===== config.mk =====
export PLATFORM = sky130hd
export DESIGN_NAME = pc_fetch_unit_flat
export DESIGN_NICKNAME = d
export VERILOG_FILES = /design/src/rtl/pc_fetch_unit_pkg.sv /design/src/rtl/pc_fetch_unit_if.sv /design/src/rtl/pc_fetch_unit_target_gen.sv /design/src/rtl/pc_fetch_unit.sv /design/src/flat_wrapper.sv
export SDC_FILE = /design/constraint.sdc
export NUM_CORES = 1
export LEC_CHECK = 0
export ABC_CLOCK_PERIOD_IN_PS = 12400
export CAP_MARGIN = 5
export CORE_MARGIN = 4
export CORE_UTILIZATION = 50
export DETAILED_ROUTE_END_ITERATION = 16
export GPL_TIMING_DRIVEN = 0
export PLACE_DENSITY = 0.8
export SYNTH_ARGS = -nofsm -noshare
export SYNTH_HDL_FRONTEND = slang
export SYNTH_SLANG_ARGS = --single-unit

===== constraint.sdc =====
create_clock -name clk -period 12.4 [get_ports clk]
set_input_delay 1.86 -clock clk [delete_from_list [all_inputs] [get_ports clk]]
set_output_delay 1.86 -clock clk [all_outputs]
set_load 0.05 [all_outputs]

===== src/rtl/pc_fetch_unit_pkg.sv =====
// pc_fetch_unit_pkg: shared encodings and field widths for the fetch stage.
//   pc_src_e      - next-PC select from the control unit
//   fetch_state_e - fetch FSM states
//   IMM_W/INDEX_W - widths of the branch offset and jump index fields
package pc_fetch_unit_pkg;
    typedef enum logic [1:0] {
        NEXT_INS = 2'b00,
        BRANCH   = 2'b01,
        JUMP     = 2'b10,
        NOOP     = 2'b11
    } pc_src_e;

    typedef enum logic [1:0] {
        FS_ISSUE = 2'b00,
        FS_WAIT  = 2'b01,
        FS_HOLD  = 2'b10
    } fetch_state_e;

    localparam int IMM_W   = 16;
    localparam int INDEX_W = 26;

    function automatic logic [31:0] branch_offset(input logic [IMM_W-1:0] imm);
        return {{14{imm[IMM_W-1]}}, imm, 2'b00};
    endfunction
endpackage


===== src/rtl/pc_fetch_unit_if.sv =====
// pc_fetch_unit_if: instruction-memory request/response channel.
//   req    - one-cycle request pulse (fetch -> memory)
//   addr   - word address of the request (fetch -> memory)
//   rvalid - response strobe, at most one outstanding (memory -> fetch)
//   rdata  - instruction word, valid with rvalid (memory -> fetch)
interface pc_fetch_unit_if;
    logic        req;
    logic [31:0] addr;
    logic        rvalid;
    logic [31:0] rdata;

    modport master (output req, addr, input rvalid, rdata);
    modport slave  (input req, addr, output rvalid, rdata);
endinterface


===== src/rtl/pc_fetch_unit_target_gen.sv =====
// pc_target_gen: combinational branch / jump / jr target computation.
//   pc_src, is_jr          - select branch, J/JAL index or JR register target
//   br_imm, jump_index     - instruction fields of the instruction in ID
//   jr_target, id_pc4      - rs value and PC+4 of the instruction in ID
//   target                 - word-aligned redirect address
module pc_target_gen
    import pc_fetch_unit_pkg::*;
(
    input  logic [1:0]         pc_src,
    input  logic               is_jr,
    input  logic [IMM_W-1:0]   br_imm,
    input  logic [INDEX_W-1:0] jump_index,
    input  logic [31:0]        jr_target,
    input  logic [31:0]        id_pc4,
    output logic [31:0]        target
);
    logic [31:0] raw;

    assign raw = (pc_src == JUMP) ? (is_jr ? jr_target : {id_pc4[31:28], jump_index, 2'b00})
                                  : id_pc4 + branch_offset(br_imm);
    assign target = raw & ~32'd3;
endmodule


===== src/rtl/pc_fetch_unit.sv =====
// pc_fetch_unit: MIPS fetch stage - PC, imem handshake and IF/ID register.
//   clk, rst                 - clock, asynchronous active-high reset
//   pc_src, is_jr            - redirect select from control unit
//   br_imm, jump_index       - offset/index fields of the instruction in ID
//   jr_target                - rs value for JR
//   id_stall                 - ID cannot accept a new instruction
//   imem                     - instruction-memory channel (master side)
//   id_valid, id_instr, id_pc4 - IF/ID register
module pc_fetch_unit
    import pc_fetch_unit_pkg::*;
#(
    parameter logic [31:0] RESET_PC  = 32'h0000_0000,
    parameter logic [31:0] NOP_INSTR = 32'h0000_0000
) (
    input  logic               clk,
    input  logic               rst,
    input  logic [1:0]         pc_src,
    input  logic               is_jr,
    input  logic [IMM_W-1:0]   br_imm,
    input  logic [INDEX_W-1:0] jump_index,
    input  logic [31:0]        jr_target,
    input  logic               id_stall,
    pc_fetch_unit_if.master    imem,
    output logic               id_valid,
    output logic [31:0]        id_instr,
    output logic [31:0]        id_pc4
);
    fetch_state_e state;
    logic [31:0]  pc, pc4, hold_buf, target;
    logic         kill, stall, redirect, load;

    // NOOP with a live instruction in ID behaves exactly like a hazard stall
    assign stall    = id_stall || (id_valid && pc_src == NOOP);
    assign redirect = id_valid && !id_stall && (pc_src == BRANCH || pc_src == JUMP);
    assign pc4      = pc + 32'd4;
    // a response (fresh or held) moves into IF/ID only when ID can take it
    assign load     = !stall && (state == FS_HOLD || (state == FS_WAIT && imem.rvalid && !kill));

    // the request is suppressed in the same cycle a redirect is taken
    assign imem.req  = !rst && state == FS_ISSUE && !redirect;
    assign imem.addr = pc;

    pc_target_gen u_target_gen (
        .pc_src    (pc_src),
        .is_jr     (is_jr),
        .br_imm    (br_imm),
        .jump_index(jump_index),
        .jr_target (jr_target),
        .id_pc4    (id_pc4),
        .target    (target)
    );

    always_ff @(posedge clk or posedge rst) begin
        if (rst) begin
            state    <= FS_ISSUE;
            pc       <= RESET_PC;
            kill     <= 1'b0;
            hold_buf <= 32'd0;
            id_valid <= 1'b0;
            id_instr <= NOP_INSTR;
            id_pc4   <= 32'd0;
        end else if (redirect) begin
            pc       <= target;
            id_valid <= 1'b0;
            id_instr <= NOP_INSTR;
            // an outstanding request still has to drain; its word is discarded later
            kill     <= state == FS_WAIT && !imem.rvalid;
            state    <= (state == FS_WAIT && !imem.rvalid) ? FS_WAIT : FS_ISSUE;
        end else begin
            if (id_valid && !stall)
                id_valid <= 1'b0;
            if (load) begin
                id_valid <= 1'b1;
                id_instr <= (state == FS_HOLD) ? hold_buf : imem.rdata;
                id_pc4   <= pc4;
                pc       <= pc4;
                state    <= FS_ISSUE;
            end else if (state == FS_ISSUE) begin
                state <= FS_WAIT;
            end else if (state == FS_WAIT && imem.rvalid) begin
                kill     <= 1'b0;
                hold_buf <= imem.rdata;
                state    <= kill ? FS_ISSUE : FS_HOLD;
            end
        end
    end
endmodule


===== src/flat_wrapper.sv =====
// flat-port wrapper written by rule: the top's interface ports become plain ports
module pc_fetch_unit_flat import pc_fetch_unit_pkg::*;
#(
    parameter logic [31:0] RESET_PC  = 32'h0000_0000,
    parameter logic [31:0] NOP_INSTR = 32'h0000_0000
)
  (clk, rst, pc_src, is_jr, br_imm, jump_index, jr_target, id_stall, id_valid, id_instr, id_pc4, imem_req, imem_addr, imem_rvalid, imem_rdata);
  pc_fetch_unit_if imem_i ();
  input  logic clk;
  input  logic rst;
  input  logic [1:0] pc_src;
  input  logic is_jr;
  input  logic [IMM_W-1:0] br_imm;
  input  logic [INDEX_W-1:0] jump_index;
  input  logic [31:0] jr_target;
  input  logic id_stall;
  output logic id_valid;
  output logic [31:0] id_instr;
  output logic [31:0] id_pc4;
  output wire logic [$bits(imem_i.req)-1:0] imem_req;
  output wire logic [$bits(imem_i.addr)-1:0] imem_addr;
  input wire logic [$bits(imem_i.rvalid)-1:0] imem_rvalid;
  input wire logic [$bits(imem_i.rdata)-1:0] imem_rdata;
  assign imem_req = imem_i.req;
  assign imem_addr = imem_i.addr;
  assign imem_i.rvalid = imem_rvalid;
  assign imem_i.rdata = imem_rdata;
  pc_fetch_unit #(.RESET_PC(RESET_PC), .NOP_INSTR(NOP_INSTR)) u_core (.clk(clk), .rst(rst), .pc_src(pc_src), .is_jr(is_jr), .br_imm(br_imm), .jump_index(jump_index), .jr_target(jr_target), .id_stall(id_stall), .imem(imem_i), .id_valid(id_valid), .id_instr(id_instr), .id_pc4(id_pc4));
endmodule

[After elaboration in Yosys (flattened, before gate mapping)]
Cells that the tools add are included.
Word-level totals
  register bits: 132
  latch bits: 0
  bits in writable memories: 0
  bits in read-only memories: 0
  output and inout bits: 98
  memories: 0
Cells by class
  add/sub/neg operators: 2
  multiply operators: 0
  div/mod/pow operators: 0
  order comparisons: 0
  equal/unequal tests: 7
  shift-type cells: 0
  multiplexer cells: 20
  bitwise logic cells: 3
  reductions and logical operators: 27
Operator list (count)
  32-bit two-way mux: 7
  32-bit by 3-bit adder with 32-bit output (second input constant): 1
  32-bit adder: 1
  1-bit logical AND: 10
  2-bit two-way mux: 5
  1-bit two-way mux: 8
  2-bit equality test (second input constant): 3
  1-bit logical NOT: 6
  2-bit by 1-bit equality test with 1-bit output (second input constant): 2
  2-bit by 1-bit inequality test with 1-bit output (second input constant): 2
  4-bit AND reduction: 1
  2-bit nonzero test: 2
  4-bit nonzero test: 1
  1-bit logical OR: 3
  1-bit inverter: 3
  3-bit AND reduction: 1
  3-bit nonzero test: 1
  2-bit logical NOT: 1
  2-bit AND reduction: 1

[Depth between registers and ports, before layout]
Gate-level depths: netlist of run 1.
  depth after elaboration: 8
  mapped depth: 10
  gate-level depth less buffers: 8

[By module]
From an unflattened synthesis of run 1, not the netlist that was laid out.
Second synthesis, totals
  cell total of the unflattened synthesis: 949
  area, all modules: 8659.6 um^2
Modules (own cells, without submodules)
  pc_fetch_unit: times used 1, cells each 621, area each 6343.6 um^2
  pc_target_gen: times used 1, cells each 328, area each 2316.0 um^2

[Worst setup path after synthesis of run 1]
No wires, ideal clock.
  path kind: input-to-output
  start point: input pc_src[0]
  end point: output imem_req
  arrival: 3897 ps
  data required time: 10540 ps
  path slack: 6643 ps
  cell stages on the path: 5
  path buffers: 1
  path through: inv_1 ha_1 nor3b_1 buf_2 nor4_1
Between the ends
  cells in the longest elaborated chain, start to end: 5
  elaborated cells on any way between the ends: 6
  classes of those cells: eq/ne: 2; reduce/logical: 4
RTL lines
  start, declared: line flat_wrapper.sv:11  | input logic [1:0] pc_src;
  2-bit by 1-bit equality test with 1-bit output or 2-bit equality test (tied branches): line pc_fetch_unit.sv:34  | assign redirect = id_valid && !id_stall && (pc_src == BRANCH || pc_src == JUMP);
  1-bit logical OR *: line pc_fetch_unit.sv:34
  1-bit logical AND *: line pc_fetch_unit.sv:34
  1-bit logical NOT *: line pc_fetch_unit.sv:40  | assign imem.req = !rst && state == FS_ISSUE && !redirect;
  1-bit logical AND *: line pc_fetch_unit.sv:40
  end, declared: line flat_wrapper.sv:20  | output wire logic [$bits(imem_i.req)-1:0] imem_req;
Every way passes the cells marked *; elsewhere a longest branch is shown, timed or not.

[Worst setup path in the final report of run 1]
Same ends and word-level chain as after synthesis.

==> metrics.txt, run 1 <==
summed instance area of the synthesized netlist=0.008476 mm²; Crit. End Element=output port; setup tns final=0 ns; Core Footprint=0.01658 mm²; WS Path Type=input port to output port; Fmax=166.0 MHz; Routed wire per std cell=21.03 µm; largest net degree at the start of global routing=80; weighted congestion at the end of routability-driven global placement=0.9667; busiest layer in global routing=met2; Post-DP HPWL=21590 µm; global-route usage over all layers=29.99%; Async SR Flop Fraction=100.0%; Cell variety after synth=78; status=complete, no violations; cell area power density=259.2 mW/mm²; min Tclk post-route=6.024 ns; CTS Hold Buffers Added=0; arrival time reported for the critical path endpoint=4.16 ns; xor/xnor share of the synthesized area=4.237%; final setup violation count=0; static leakage=0.004801 µW; cts repair resizes=0; aggregate routed wire length=29110 µm; element type at the critical path start=input port; fraction of the yosys area taken by sequential cells=37.79%; Skew-Pair Late Insertion Delay=0.43 ns; maximum fanout encountered on the critical timing path=10; area fraction in compound gates after synthesis=19.75%; global-route wire length before repair=46210 µm; Syn Inst Count=924; number of synthesized flops with an enable pin=0; actual slew at the worst max-slew pin=1.034 ns; Root Buffer=clkbuf_16; number of endpoints with negative hold slack in the final report=0; First DRT Iteration DRCs=913; number of global-route vias before repair=8293; ant diodes=0; total global routing overflow=0; fraction of synthesized area in multiplexers=12.27%; Clock Skew=0.007933 ns; Min-Delay Path Class=register to register; routing usage on met3=7.735%; total number of vias=8416; total chip power=2962 µW; Worst EP required=10.54 ns; initial core utilization=51.11%; IO Port Bufs=204; total count of max-transition violations in the final report=0; horizontal extent of the die=138.2 µm; TritonCTS clock tree=built; number of antenna violations at the first check in global routing=0; met1 GRT Util=39.69%; layout net count=1297; CTS clk-pin slew, worst paths=0.07 ns; Slew headroom=31.05%; number of maximum-capacitance constraint violations=0; die area=0.01910 mm²; period utilisation layout=48.58%; average cell area after synthesis=9.173 µm²; top_reg_cell synth=dfrtp_1; detailed-router iteration count before antenna repair=7; average via count per standard cell=6.081; total DRC errors in the routed layout=0; maximum resistive drop on vdd=0.1750 mV; worst-case setup margin in the final layout=6.376 ns; adder-cell area share of the yosys netlist=4.960%; count of antenna-violating nets left after detailed routing=0; TritonCTS Buffers=17; number of top-level pins=211; die extent in y=138.2 µm; basic-gate share of the synthesized area counting and, or, nand and nor cells=16.68%; Area growth syn-to-layout=34.82%; GR Layer Usage met2=47.97%; flip-flop and latch count after synthesis=128; maximum clock insertion buffer count=2; dominant combinational cell family by area after synthesis=compound AO/OA/AOI/OAI gates; number of rows in the core area=47; worst slack, placed=6.386 ns; depth of the CTS H-tree=4; Syn. warnings=0; Filler Cells Inserted=1344; post-CTS setup buffer count=0; fraction of final layout cells with drive strength greater than 1=11.17%; clock sinks=128; unrepaired setup endpoints after global routing=no
==> layout make-up <==
cell class | count | area (µm²) | area share (%)
Timing Repair Buffer | 205 | 2069 | 18.11
Clock buffer | 17 | 425.4 | 3.723
Tap cell | 220 | 275.3 | 2.409
Multi-Input combinational cell | 729 | 4922 | 43.07
Buffer | 60 | 324.1 | 2.836
Sequential cell | 128 | 3203 | 28.03
Inverter | 10 | 42.54 | 0.3723
Clock inverter | 15 | 165.2 | 1.445
==> report_power, final <==
part	internal (µW)	leakage, µW	switching (µW)
clock network	287	0.000287	228
registers	597	0.00163	168
logic	618	0.00289	1060
total	1500	0.00480	1460
==> critical path, stage by stage <==
cell and delay (ns):
clkdlybuf4s50_1 0.48, inv_1 0.05, ha_1 0.35, nor3b_1 0.26
buf_2 0.33, nor4_1 0.08, clkdlybuf4s50_1 0.74
==> flip-flops by register name, summed over array words and instances, names as in the netlist <==
register / cells
u_core.id_valid: 1
u_core.id_pc4: 30
u_core.id_instr: 32
u_core.imem.addr: 30
u_core.kill: 1
u_core.state: 2
u_core.hold_buf: 32
==> Yosys cell counts, types with 3 or more instances <==
master | count | area [µm²]
o21a_1 | 7 | 52.55
o32ai_1 | 3 | 26.28
o22ai_1 | 3 | 18.77
nor2b_1 | 5 | 31.28
mux2i_1 | 60 | 600.6
buf_4 | 8 | 60.06
a21o_1 | 13 | 97.59
o221ai_1 | 8 | 70.07
and2_1 | 8 | 50.05
a221oi_1 | 5 | 43.79
nand4_1 | 20 | 125.1
o2111ai_1 | 3 | 26.28
mux2_2 | 39 | 439.2
ha_1 | 32 | 400.4
a21oi_1 | 60 | 300.3
nor4_1 | 5 | 31.28
clkbuf_1 | 22 | 82.58
xnor2_1 | 22 | 192.7
o21ai_0 | 100 | 500.5
a31o_2 | 3 | 26.28
clkbuf_2 | 4 | 20.02
a31oi_1 | 8 | 50.05
o31ai_1 | 5 | 37.54
a211o_1 | 4 | 35.03
o32a_1 | 3 | 30.03
o21bai_1 | 5 | 37.54
nand3_2 | 3 | 30.03
and4_1 | 6 | 52.55
nor3_1 | 13 | 65.06
buf_2 | 19 | 95.09
o21ai_1 | 3 | 15.01
inv_1 | 10 | 37.54
dfrtp_1 | 128 | 3203
nand2_1 | 127 | 476.7
nor2_1 | 45 | 168.9
buf_6 | 4 | 45.04
nand3_1 | 17 | 85.08
a211oi_1 | 9 | 67.56
or3_1 | 6 | 37.54
and3_1 | 5 | 31.28
o211ai_1 | 12 | 90.09
xor2_1 | 19 | 166.4
==> worst paths after layout <==
check / start / endpoint / slack, ns / depth (start not counted)
min in group asynchronous: rst / u_core.state[1] / 1.88 / 2
max: pc_src[0] / imem_req / 6.38 / 7
max reg2reg: u_core.id_pc4[2] / u_core.imem.addr[30] / 9.38 / 8
min: u_core.id_instr[1] / u_core.id_instr[1] / 0.48 / 2
min reg2reg: u_core.id_instr[1] / u_core.id_instr[1] / 0.48 / 2
max in group asynchronous: rst / u_core.id_pc4[14] / 9.77 / 3
==> per-layer routing <==
| layer | share of wire, % | up-vias | routed length (µm) |
|---|---|---|---|
| met2 | 47 | 431 | 13560 |
| met1 | 41 | 4052 | 12050 |
| li1 | - | 3855 | - |
| met5 | 0 | - | 0 |
| met3 | 9.1 | 78 | 2650 |
| met4 | 2.9 | 0 | 837 |
==> metrics by stage <==
stage / cell area, µm² / utilization, % / hold slack [ns] / cells
after floorplan: 8487 / - / 0.4803 / 927
after global placement: 10800 / 65.15 / 0.4621 / 1351
after detailed placement: 10840 / 65.35 / 0.4706 / 1352
after CTS: 11430 / 68.91 / 0.4844 / 1384
after global routing: 11430 / 68.91 / 0.5170 / 1384
final: 11430 / 68.91 / 0.4772 / 1384
==> cells by family (layout without fill, tap and decap cells) <==
group	count (synthesis)	after routing
AOI/OAI and AO/OA	269	269
xor gates and xnor gates	41	41
adders and majority gates	33	33
buffers and inverters	70	307
DFF	128	128
muxes	99	99
other	1	4
and+or+nand+nor	283	283
==> cell usage in the layout, fill, tap and decap left out, drive strengths merged, types with 5 or more instances in the layout <==
cell type and n:
o21ai 104, o221ai 8, nor2 45, a221oi 5, o21bai 5, and4 6, nor2b 5, clkdlybuf4s50 204
a21o 13, or3 8, clkbuf 44, nor3 14, nand4 21, o31ai 5, xnor2 22, o21a 7
a21oi 60, mux2i 60, and2 8, o211ai 12, mux2 39, inv 21, nand2 128, xor2 19
nor4 7, ha 32, a31oi 8, nand3 20, buf 34, dfrtp 128, and3 6, a211oi 9
No activity file was read; power rests on OpenSTA's default activity.
==> inputs of run 2 (changes only) <==
- ABC_CLOCK_PERIOD_IN_PS: 12400 -> 4800
- CORE_UTILIZATION: 50 -> 46
- PLACE_DENSITY: 0.8 -> 0.77
- clock period: 12.4 -> 4.8 ns (I/O delays scaled with it)
==> run 2 against run 1 <==
  * Final cell count is 0.65% higher
  * Worst hold slack improved by 0.010 ns
  * Clock power increased to 2.6 times the previous value
  * Worst setup slack lost 5.4 ns
  * Non-clock buffer count unchanged
  * Count of clock-buffer cells in the layout unchanged
  * Wire length is essentially flat
  * Largest cell class unchanged
  * Highest routed layer unchanged
==> metrics.txt, run 2 (synthesis gave the netlist of run 1 again) <==
status=complete, no violations; Worst Hold Slack=0.4877 ns (+0.01047 ns); reg-to-reg startpoint=u_core.id_pc4[2]; r2r setup slk=1.82 ns (-7.56 ns); maximum clock insertion buffer count=2 (unchanged); Worst EP required=4.08 ns (-6.46 ns); Hold Path Stages=2 (unchanged); largest registers=u_core.hold_buf: 32 flops, u_core.id_instr: 32 flops; total DRC errors in the routed layout=0 (unchanged); Crit. End Element=output port; cts repair resizes=0 (unchanged); min Tclk post-route=3.810 ns; Filler Cells Inserted=1569 (+17%); area used by sequential logic in the layout=0.003203 mm² (unchanged); number of antenna violations at the first check in global routing=0 (unchanged); Slew headroom=43.84% (+13 points); multi-input logic area=0.004922 mm² (unchanged); aggregate routed wire length=29080 µm (about the same); Min-Delay Path Class=register to register; arrival time reported for the critical path endpoint=3.09 ns (-1.07 ns); clock sinks=128 (unchanged); number of global-route vias before repair=8104 (-2.3%); Final Util=63.46% (-5.4 points); CTS clk-pin slew, worst paths=0.06 ns (about the same); largest net degree at the start of global routing=83 (+3.8%); ant diodes=0 (unchanged); RR Endpoint=u_core.imem.addr[30]; global-route usage over all layers=28.00% (-2.0 points); maximum resistive drop on vdd=0.4752 mV (+170%); Area growth syn-to-layout=34.96% (about the same); master of the slowest instance on the critical path=clkdlybuf4s50_1; layout net count=1297 (unchanged); most frequent cells in the layout=204 x clkdlybuf4s50_1, 128 x dfrtp_1, 127 x nand2_1; global-route wire length before repair=44820 µm (-3.0%); TritonCTS clock tree=built; number of maximum-capacitance constraint violations=0 (unchanged); element type at the critical path start=input port; unrepaired setup endpoints after global routing=no; static leakage=0.004804 µW (about the same); total global routing overflow=0 (unchanged); Critical Path Most Common Cell=clkdlybuf4s50_1; start point of the worst min-delay path=u_core.id_instr[1]; horizontal extent of the die=143.7 µm (+4.0%); logic depth of the worst register-to-register path=8 (unchanged); maximum fanout encountered on the critical timing path=10 (unchanged); TritonCTS Buffers=17 (unchanged); initial core utilization=47.02% (-4.1 points); count of antenna-violating nets left after detailed routing=0 (unchanged); average via count per standard cell=5.951 (-2.1%); Fmax=262.5 MHz; WS Path Type=input port to output port; total count of max-transition violations in the final report=0 (unchanged); die extent in y=143.7 µm (+4.0%); detailed-router iteration count before antenna repair=5 (-2); fraction of final layout cells with drive strength greater than 1=11.17% (unchanged); worst min-delay path endpoint=u_core.id_instr[1]; final setup violation count=0 (unchanged); actual slew at the worst max-slew pin=0.8424 ns (-0.1919 ns); period utilisation layout=79.38%; cell area power density=668.7 mW/mm² (+160%); Skew-Pair Late Insertion Delay=0.43 ns (about the same); CTS Hold Buffers Added=0 (unchanged); final instance area=0.01144 mm² (about the same); number of rows in the core area=49 (+4.3%); Post-DP HPWL=21710 µm (+0.56%); area post-placement=0.01085 mm² (+0.10%); most common cell after layout, fill and taps aside=clkdlybuf4s50_1; die area=0.02066 mm² (+8.2%); First DRT Iteration DRCs=762 (-17%); Clock Skew=0.006568 ns (-0.001366 ns); depth of the CTS H-tree=4 (unchanged); sequence of cells on the critical path=clkdlybuf4s50_1 > inv_1 > ha_1 > nor3b_1 > buf_2 > nor4_1 > clkdlybuf4s50_1; number of top-level pins=211 (unchanged); Max stage delay on crit path=0.91 ns (+0.17 ns); number of endpoints with negative hold slack in the final report=0 (unchanged); total number of vias=8290 (-1.5%); post-CTS setup buffer count=0 (unchanged); Routed wire per std cell=20.88 µm (-0.72%); Root Buffer=clkbuf_16; weighted congestion at the end of routability-driven global placement=0.9615 (-0.54%); IO Port Bufs=204 (unchanged); Core Footprint=0.01802 mm² (+8.7%)
run 2: how the worst max path moves through the flow:
stage,slack (ns),endpoint,depth (start not counted),start
after CTS,0.97,imem_req,7,pc_src[0]
after detailed placement,0.88,u_core.imem.addr[27],9,br_imm[15]
after global routing,0.83,imem_req,7,pc_src[0]
after global placement,-1.42,u_core.id_pc4[12],2,rst
final,0.99,imem_req,7,pc_src[0]
after floorplan,0.67,u_core.hold_buf[0],1,rst
run 2: final cells by class:
| class | instances | share of cell area [%] |
|---|---|---|
| clock buffer | 17 | 3.719 |
| clock inverter | 15 | 1.444 |
| timing repair buffer | 205 | 18.09 |
| tap | 229 | 2.505 |
| sequential | 128 | 28.00 |
| multi-input combinational | 729 | 43.03 |
| inverter | 10 | 0.3719 |
| buffer | 60 | 2.833 |
run 2: stage by stage:
step                      power (µW)  setup slack, ns  TNS (ns)  instances
after global routing            8069           0.8300         0       1393
after floorplan                 4845           0.6674         0        927
final                           7649           0.9898         0       1393
after detailed placement        6275           0.8753         0       1361
after CTS                       7632           0.9685         0       1393
after global placement          6207           -1.419   -180.68       1360
run 2: critical path: cells and delay by family:
kind | cells | cell delay, ns
simple gates | 2 | 0.33
buf+inv | 4 | 1.68
fa+ha+maj | 1 | 0.36
run 2: routing by layer:
layer / global-route usage [%] / up-vias / routed length (µm)
met5: 0 / - / 0
met1: 37.29 / 4010 / 12440
met4: 8.771 / 0 / 690
met3: 7.587 / 59 / 2642
met2: 44.67 / 377 / 13310
li1: - / 3844 / -
run 2: report_power, final:
part / leakage, µW / switching, µW / internal [µW]
registers: 0.00163 / 435 / 1540
clock network: 0.000290 / 588 / 740
logic: 0.00289 / 2750 / 1590
total: 0.00480 / 3770 / 3880
==> inputs of run 3 (changes only) <==
- ABC_CLOCK_PERIOD_IN_PS: 4800 -> 3300
- clock period: 4.8 -> 3.3 ns (I/O delays scaled with it)
==> run 3 against run 2 <==
  * Cell area grew 0.67%
  * First-iteration DRC count grew 3.7%
  * Utilization grew 0.42 points
  * Worst setup slack lost 0.77 ns
  * Worst hold slack lost 0.0033 ns
  * Power grew 47%
  * Non-clock buffer count grew 2
  * Sequential power grew 45%
  * Clock skew grew 0.00086 ns
  * Final cell count grew 0.14%
  * Sequential share of layout area shrank 0.19 points
  * Highest routed layer unchanged
  * Register-to-register slack lost 1.5 ns
==> metrics.txt, run 3 (synthesis gave the netlist of run 1 again) <==
status=complete, no violations; total chip power=11270 µW (+47%); Slew headroom=44.88% (+1.0 points); initial core utilization=47.02% (unchanged); Worst Hold Slack=0.4844 ns (-0.003321 ns); arrival time reported for the critical path endpoint=3.39 ns (+0.30 ns); total number of vias=8371 (+0.98%); number of top-level pins=211 (unchanged); Routed wire per std cell=21.17 µm (+1.4%); global-route usage over all layers=28.34% (+0.34 points); layout net count=1299 (+0.15%); largest net degree at the start of global routing=43 (-48%); fraction of final layout cells with drive strength greater than 1=11.32% (+0.15 points); post-CTS setup buffer count=0 (unchanged); Fmax=325.0 MHz; Post-DP HPWL=22130 µm (+1.9%); Worst EP required=3.61 ns (-0.47 ns); cell area power density=978.6 mW/mm² (+46%); Root Buffer=clkbuf_16; clock power share=18.5% (+1.1 points); maximum clock insertion buffer count=2 (unchanged); CTS Hold Buffers Added=0 (unchanged); number of rows in the core area=49 (unchanged); Min-Delay Path Class=register to register; TritonCTS Buffers=17 (unchanged); WS Path Type=input port to register; min Tclk post-route=3.077 ns; maximum fanout encountered on the critical timing path=3 (-7); horizontal extent of the die=143.7 µm (unchanged); NetSw=5462 µW (+45%); Switching Share=48.47% (-0.85 points); depth of the CTS H-tree=4 (unchanged); average via count per standard cell=6.001 (+0.83%); weighted congestion at the end of routability-driven global placement=0.9727 (+1.2%); Filler Cells Inserted=1581 (+0.76%); largest registers=u_core.hold_buf: 32 flops, u_core.id_instr: 32 flops; die extent in y=143.7 µm (unchanged); TritonCTS clock tree=built; total count of max-transition violations in the final report=0 (unchanged); most common cell after layout, fill and taps aside=clkdlybuf4s50_1; element type at the critical path start=input port; First DRT Iteration DRCs=790 (+3.7%); detailed-router iteration count before antenna repair=5 (unchanged); Crit. End Element=register; unrepaired setup endpoints after global routing=no; Clock Skew=0.007427 ns (+0.0008589 ns); count of antenna-violating nets left after detailed routing=0 (unchanged); CTS clk-pin slew, worst paths=0.07 ns (about the same); Seq pwr share=25.5% (-0.3 points); total DRC errors in the routed layout=0 (unchanged); worst-case setup margin in the final layout=0.2230 ns (-0.7669 ns); total global routing overflow=0 (unchanged); aggregate routed wire length=29530 µm (+1.6%); number of antenna violations at the first check in global routing=0 (unchanged); global-route wire length before repair=45440 µm (+1.4%); actual slew at the worst max-slew pin=0.8268 ns (-0.01558 ns); static leakage=0.004848 µW (+0.91%); worst slack, placed=-0.2966 ns (-1.172 ns); cell-internal power=5806 µW (+50%); ant diodes=0 (unchanged); Area growth syn-to-layout=35.86%; Skew-Pair Late Insertion Delay=0.44 ns (about the same); IO Port Bufs=204 (unchanged); die area=0.02066 mm² (unchanged); period utilisation layout=93.24%; combinational power share=56.0% (-0.8 points); number of global-route vias before repair=8301 (+2.4%); number of maximum-capacitance constraint violations=0 (unchanged); maximum resistive drop on vdd=0.5789 mV (+22%); final setup violation count=0 (unchanged); number of endpoints with negative hold slack in the final report=0 (unchanged); clock sinks=128 (unchanged); most frequent cells in the layout=202 x clkdlybuf4s50_1, 128 x dfrtp_1, 127 x nand2_1; Core Footprint=0.01802 mm² (unchanged)
run 3: changes by cell type in the layout (fill, tap and decap cells not counted), sizes merged, moves of 2 or more:
cell | previous run | this run
buf | 34 | 36
bufinv | 1 | 3
clkdlybuf4s50 | 204 | 202
inv | 20 | 16
run 3: area by class of cell:
type                       count  area, µm²  area share [%]
timing repair buffer         207       2103           18.27
clock buffer                  18      439.2           3.814
multi-input combinational    729       4922           42.75
buffer                        60      324.1           2.814
sequential                   128       3203           27.82
inverter                      10      41.29          0.3586
clock inverter                14      195.2           1.695
tap                          229      286.5           2.488
run 3: stage by stage:
| step | util [%] | TNS (ns) | area, µm² | cells |
|---|---|---|---|---|
| 2_1_floorplan | - | 0 | 8491 | 927 |
| 3_3_place_gp | 60.02 | -7.623 | 10820 | 1360 |
| 3_5_place_dp | 60.36 | -0.8274 | 10880 | 1363 |
| 4_1_cts | 63.87 | 0 | 11510 | 1395 |
| 5_1_grt | 63.88 | 0 | 11510 | 1395 |
| 6_report | 63.88 | 0 | 11510 | 1395 |
run 3: power groups by stage:
stage                     clock network (µW)  registers (µW)  logic, µW
final                                   2080            2880       6310
after detailed placement                   0            2870       6250
after global routing                    2160            2970       6740
after CTS                               2090            2860       6280
after global placement                     0            2850       6150
after floorplan                            0            4260       2790
run 3: path summary, 6_finish.rpt:
path / slack (ns) / from / endpoint / cells after the start
max: 0.22 / br_imm[0] / u_core.imem.addr[30] / 9
min: 0.48 / u_core.id_instr[0] / u_core.id_instr[0] / 2
max reg2reg: 0.35 / u_core.id_pc4[2] / u_core.imem.addr[30] / 8
min reg2reg: 0.48 / u_core.id_instr[0] / u_core.id_instr[0] / 2
max in group asynchronous: 1.92 / rst / u_core.imem.addr[17] / 4
min in group asynchronous: 0.55 / rst / u_core.id_instr[30] / 2
run 3: worst max-delay path, stage by stage:
cell	delay, ns
clkdlybuf4s50_1	0.45
ha_1	0.26
fa_1	0.43
a21oi_1	0.23
o21ai_1	0.11
a31oi_1	0.57
o21ai_4	0.17
mux2i_1	0.15
or4_1	0.52
run 3: per-layer routing:
metal / vias up / GRT usage, % / wire length [µm]
met5: - / 0 / 0
met4: 0 / 8.821 / 660
met3: 54 / 7.887 / 2779
met2: 383 / 46.30 / 13930
met1: 4081 / 36.71 / 12170
li1: 3853 / - / -
run 3: repair_timing:
action	in CTS	in global routing
gates resized for setup	1	1
pin swaps	0	0
setup endpoints to repair	1	2
